## src/rtl/hazard_stall_ctrl.sv

```systemverilog
// hazard_stall_ctrl: pipeline bar enable/flush and PC-enable control. Ports: CLK/RST (sync, active-high), hit and hazard inputs from the bars, pc_en, en_1..en_4, flush_1..flush_3, halted, stall_cnt.
module hazard_stall_ctrl #(
  parameter int CNT_W = 32
) (
  input  logic             CLK,
  input  logic             RST,
  input  logic             ihit,
  input  logic             dhit,
  input  logic [4:0]       id_rs,
  input  logic [4:0]       id_rt,
  input  logic             id_uses_rt,
  input  logic             ex_dREN,
  input  logic [4:0]       ex_wsel,
  input  logic             ex_jump,
  input  logic             mem_dREN,
  input  logic             mem_dWEN,
  input  logic             mem_brtaken,
  input  logic             wb_halt,
  output logic             pc_en,
  output logic             en_1,
  output logic             en_2,
  output logic             en_3,
  output logic             en_4,
  output logic             flush_1,
  output logic             flush_2,
  output logic             flush_3,
  output logic             halted,
  output logic [CNT_W-1:0] stall_cnt
);
  typedef enum logic [1:0] {RUN, MEMWAIT, HALT} state_t;
  state_t state, next;
  logic [3:0] en;
  logic [2:0] fl;
  logic load_use, lu_hit, lu_q;
  assign load_use = ex_dREN && ex_wsel != 5'd0 &&
                    (ex_wsel == id_rs || (id_uses_rt && ex_wsel == id_rt));
  assign {en_4, en_3, en_2, en_1} = en;
  assign {flush_3, flush_2, flush_1} = fl;
  // lu_q masks the load-use stall on the cycle after one was taken, so a
  // hazard stalls exactly once even if the inputs do not change.
  always_comb begin
    next = state;
    pc_en = 1'b1;
    en = 4'hf;
    fl = 3'b000;
    halted = 1'b0;
    lu_hit = 1'b0;
    if (RST) begin
      pc_en = 1'b0;
      en = 4'h0;
      fl = 3'b111;
      next = RUN;
    end else if (state == HALT) begin
      pc_en = 1'b0;
      en = 4'h0;
      halted = 1'b1;
    end else if (state == MEMWAIT) begin
      pc_en = dhit;
      en = dhit ? 4'hf : 4'h0;
      next = dhit ? RUN : MEMWAIT;
    end else if (wb_halt) begin
      pc_en = 1'b0;
      en = 4'h0;
      next = HALT;
    end else if ((mem_dREN || mem_dWEN) && !dhit) begin
      pc_en = 1'b0;
      en = 4'h0;
      next = MEMWAIT;
    end else if (mem_brtaken) begin
      fl = 3'b111;
    end else if (ex_jump) begin
      fl = 3'b011;
    end else if (load_use && !lu_q) begin
      pc_en = 1'b0;
      en = 4'b1110;
      fl = 3'b010;
      lu_hit = 1'b1;
    end else if (!ihit) begin
      pc_en = 1'b0;
      fl = 3'b001;
    end
  end
  always_ff @(posedge CLK) begin
    if (RST) begin
      state <= RUN;
      lu_q <= 1'b0;
      stall_cnt <= '0;
    end else begin
      state <= next;
      lu_q <= lu_hit;
      if (state != HALT && !pc_en && !(&stall_cnt)) stall_cnt <= stall_cnt + 1'b1;
    end
  end
endmodule

```

## config.mk

```make
export PLATFORM = sky130hd
export DESIGN_NAME = hazard_stall_ctrl
export DESIGN_NICKNAME = d
export VERILOG_FILES = /design/src/rtl/hazard_stall_ctrl.sv
export SDC_FILE = /design/constraint.sdc
export NUM_CORES = 1
export LEC_CHECK = 0
export CORE_AREA = 4 4 78 80
export DETAILED_ROUTE_END_ITERATION = 6
export DIE_AREA = 0 0 82 84
export GPL_TIMING_DRIVEN = 1
export PLACE_DENSITY = 0.74
export SETUP_SLACK_MARGIN = 0.02
export SKIP_CTS_REPAIR_TIMING = 1
export SLEW_MARGIN = 0
export SYNTH_ARGS = -nofsm -noshare
export SYNTH_HDL_FRONTEND = slang
export SYNTH_SLANG_ARGS = --single-unit
```

## constraint.sdc

```tcl
create_clock -name CLK -period 2.1 [get_ports CLK]
set_clock_uncertainty 0.15 [all_clocks]
set_input_delay 0.42 -clock CLK [delete_from_list [all_inputs] [get_ports CLK]]
set_output_delay 0.42 -clock CLK [all_outputs]
set_load 0.05 [all_outputs]
```

==> flow_summary.json <==
{
  "p_leak_nw": 1.721,
  "final_area_mm2": 0.004197,
  "hold_start": "stall_cnt[25]$_SDFFE_PP0P_",
  "cts_buffers": 5,
  "clock_sinks": 35,
  "grt_pass1_wl_mm": 11.01,
  "cts_root_buf": "clkbuf_8",
  "dpl_worst_slack_ns": -0.6779,
  "rsz0062_at_grt": "yes",
  "start_util_pct": 41.25,
  "drc": 0,
  "synth_area_mm2": 0.002230,
  "antenna_found_initial": 0,
  "synthCells": 278,
  "synthArstFlopShare_pct": 0,
  "worstPathMaxFanout": 4,
  "io_pins": 67,
  "grt_remaining_overflow": 0,
  "routedWlPerCell_um": 18.55,
  "synth.distinct_cells": 45,
  "syn_to_final_growth_pct": 88.22,
  "cp.arrival_ns": 1.89,
  "syn_area_per_cell_um2": 8.020,
  "die_area_mm2": 0.006888,
  "yosys-top-cells-area": "dfxtp_1, a21oi_1, or4_1, o31ai_1, nor2_1",
  "synth_seq_cells": 35,
  "coreArea_mm2": 0.005405,
  "worstPathRequired_ns": 1.53,
  "post-route-util_pct": 77.64,
  "fp.dieH_um": 84,
  "combinationalPowerShare_pct": 38.6,
  "worst_setup_path_end_kind": "output pin",
  "avgViaCountPerCell": 5.850,
  "synth_fp_nets": 307,
  "period_share_pct": 117.2,
  "vias": 2773,
  "fp.dieW_um": 82,
  "rows": 27,
  "drv_cap": 0,
  "status": "complete, but fails checks",
  "ant_nets": 0,
  "crit_path_end": "en_4",
  "cts.clk_slew.worst_paths_ns": 0.08,
  "gp_congestion": 0.8341,
  "reg2reg_to": "stall_cnt[2]$_SDFFE_PP0P_",
  "final_common_cell": "buf_4",
  "dp.cells": 455,
  "violations": "setup timing",
  "p_clk_share_pct": 26.9,
  "ir_drop_mv": 0.4325,
  "rrSetupSlack_ns": -0.35,
  "n_antenna_cell": 0,
  "max-clock-path-buffers": 2,
  "yosys_warnings": 0,
  "synth_top_area_share_pct": 31.43,
  "slew_viol_final": 0,
  "grt_pass1_vias": 2456,
  "htreeDepth": 2,
  "fin_crit_ns": 2.462,
  "track_usage_pct": 19.64,
  "crit_start": "state[0]$_SDFFE_PP0P_",
  "gr-usage-met1_pct": 25.07,
  "hold_viol": 0,
  "first_pass_iters": 6,
  "swShare_pct": 34.34,
  "ys.flop_type": "dfxtp_1",
  "placed_cell_area_mm2": 0.003523,
  "busiest_layer": "met2",
  "final_cell_mix": "buf_4, nand2_1, dfxtp_4, dfxtp_2, dlymetal6s2s_1",
  "yosysTopAreaCell": "dfxtp_1",
  "met2_usage_pct": 32.99,
  "powerDensity_mw_per_mm2": 469.5,
  "power_frac_seq_pct": 34.5,
  "grt_max_degree": 28,
  "drt_iter0_drc": 179,
  "ys_seq_area_share_pct": 31.43,
  "drive_gt1_share_pct": 60.95,
  "start_kind": "register",
  "synth_edf_count": 0,
  "worstSkewPairLatency_ns": 0.29,
  "p_total_mw": 1.970,
  "met3_usage_pct": 3.780,
  "wl_mm": 8.794,
  "r2r_start": "state[0]$_SDFFE_PP0P_",
  "crit_type": "register to output pin",
  "ff2ff_path_depth": 11,
  "p_sw_uw": 676.6,
  "internal_power_mw": 1.294,
  "finalNonFillerCells": 474,
  "worst_slack_ns": -0.3621,
  "cts_tree": "built",
  "dp_hpwl_mm": 5.193,
  "setup_viol": 40,
  "worst_pin_slew_ns": 0.5049,
  "final_nets": 430,
  "slew-limit-headroom_pct": 66.24,
  "hp-class": "register to register",
  "fmax_mhz": 406.2,
  "numPortBuffers": 66
}
## registers in the layout, summed over array words and instances, names as in the netlist
name / flops
lu_q: 1
stall_cnt: 32
state: 2
## power by group through the flow
| stage | combinational, mW | sequential, mW | clock, mW |
|---|---|---|---|
| after detailed placement | 0.546 | 0.692 | 0 |
| after global routing | 0.794 | 0.682 | 0.560 |
| after floorplan | 0.284 | 0.729 | 0 |
| after CTS | 0.548 | 0.677 | 0.533 |
| final | 0.761 | 0.680 | 0.530 |
| after global placement | 0.538 | 0.692 | 0 |
## cell families (layout without fill, tap and decap cells)
kind of cell	Yosys count	count (layout)	share of synthesized area, %
AO/OA/AOI/OAI	61	61	17.56
XOR/XNOR	10	10	3.928
adder cells (fa/ha/maj)	3	3	1.684
buffers and inverters	26	150	6.622
flip-flops	35	35	31.43
multiplexers	6	6	3.816
AND/OR/NAND/NOR	137	137	34.96
## worst min-delay path by stage
| stage | end | slack, ns | cells past startpoint |
|---|---|---|---|
| finish | stall_cnt[25]$_SDFFE_PP0P_ | 0.34 | 2 |
| global route | stall_cnt[25]$_SDFFE_PP0P_ | 0.36 | 2 |
| CTS | stall_cnt[25]$_SDFFE_PP0P_ | 0.33 | 2 |
| detailed placement | stall_cnt[25]$_SDFFE_PP0P_ | 0.32 | 2 |
| global placement | stall_cnt[5]$_SDFFE_PP0P_ | 0.31 | 2 |
| floorplan | state[0]$_SDFFE_PP0P_ | 0.37 | 2 |
## critical path, stage by stage, from the launching register on
cell,delay [ns]
dfxtp_2,0.35
buf_6,0.10
ha_4,0.15
nor3_2,0.04
o211ai_1,0.27
buf_4,0.17
nand2b_4,0.18
clkinvlp_4,0.17
buf_8,0.18
## final cells by class
type | instances | area (um2)
multi-input cells | 217 | 1899
repair buffers | 133 | 1292
fillers | 356 | 1209
flip-flops and latches | 35 | 783.3
well taps | 72 | 90.09
clock buffers | 6 | 82.58
inverters | 9 | 37.54
clock inverters | 2 | 11.26
## metal layers
| layer | routed length, um | part of all wire (%) |
|---|---|---|
| met5 | 0 | 0 |
| met4 | 286 | 3.3 |
| met3 | 540 | 6.1 |
| met2 | 4447 | 51 |
| met1 | 3520 | 40 |
## cell usage after synthesis (3+ instances only)
| cell type | count |
|---|---|
| a21oi_1 | 24 |
| and2_1 | 3 |
| and3_1 | 6 |
| and4_1 | 5 |
| buf_2 | 4 |
| buf_4 | 4 |
| buf_6 | 4 |
| clkbuf_1 | 5 |
| dfxtp_1 | 35 |
| ha_1 | 3 |
| inv_1 | 9 |
| mux2_4 | 5 |
| nand2_1 | 20 |
| nand2b_1 | 3 |
| nand3_1 | 12 |
| nand4_1 | 11 |
| nor2_1 | 24 |
| nor2b_1 | 8 |
| nor3_1 | 6 |
| nor4_1 | 4 |
| o21ai_1 | 6 |
| o311ai_1 | 3 |
| o31ai_1 | 13 |
| o41ai_1 | 4 |
| or2_2 | 3 |
| or3_1 | 6 |
| or4_1 | 16 |
| xnor2_1 | 10 |
## metrics by stage
step | hold slack, ns | TNS [ns]
after floorplan | 0.3660 | -0.6260
after global placement | 0.3143 | -20.46
after detailed placement | 0.3182 | -22.52
after CTS | 0.3310 | -12.98
after global routing | 0.3597 | -11.79
final | 0.3425 | -9.158
No activity file was read; power rests on OpenSTA's default activity.
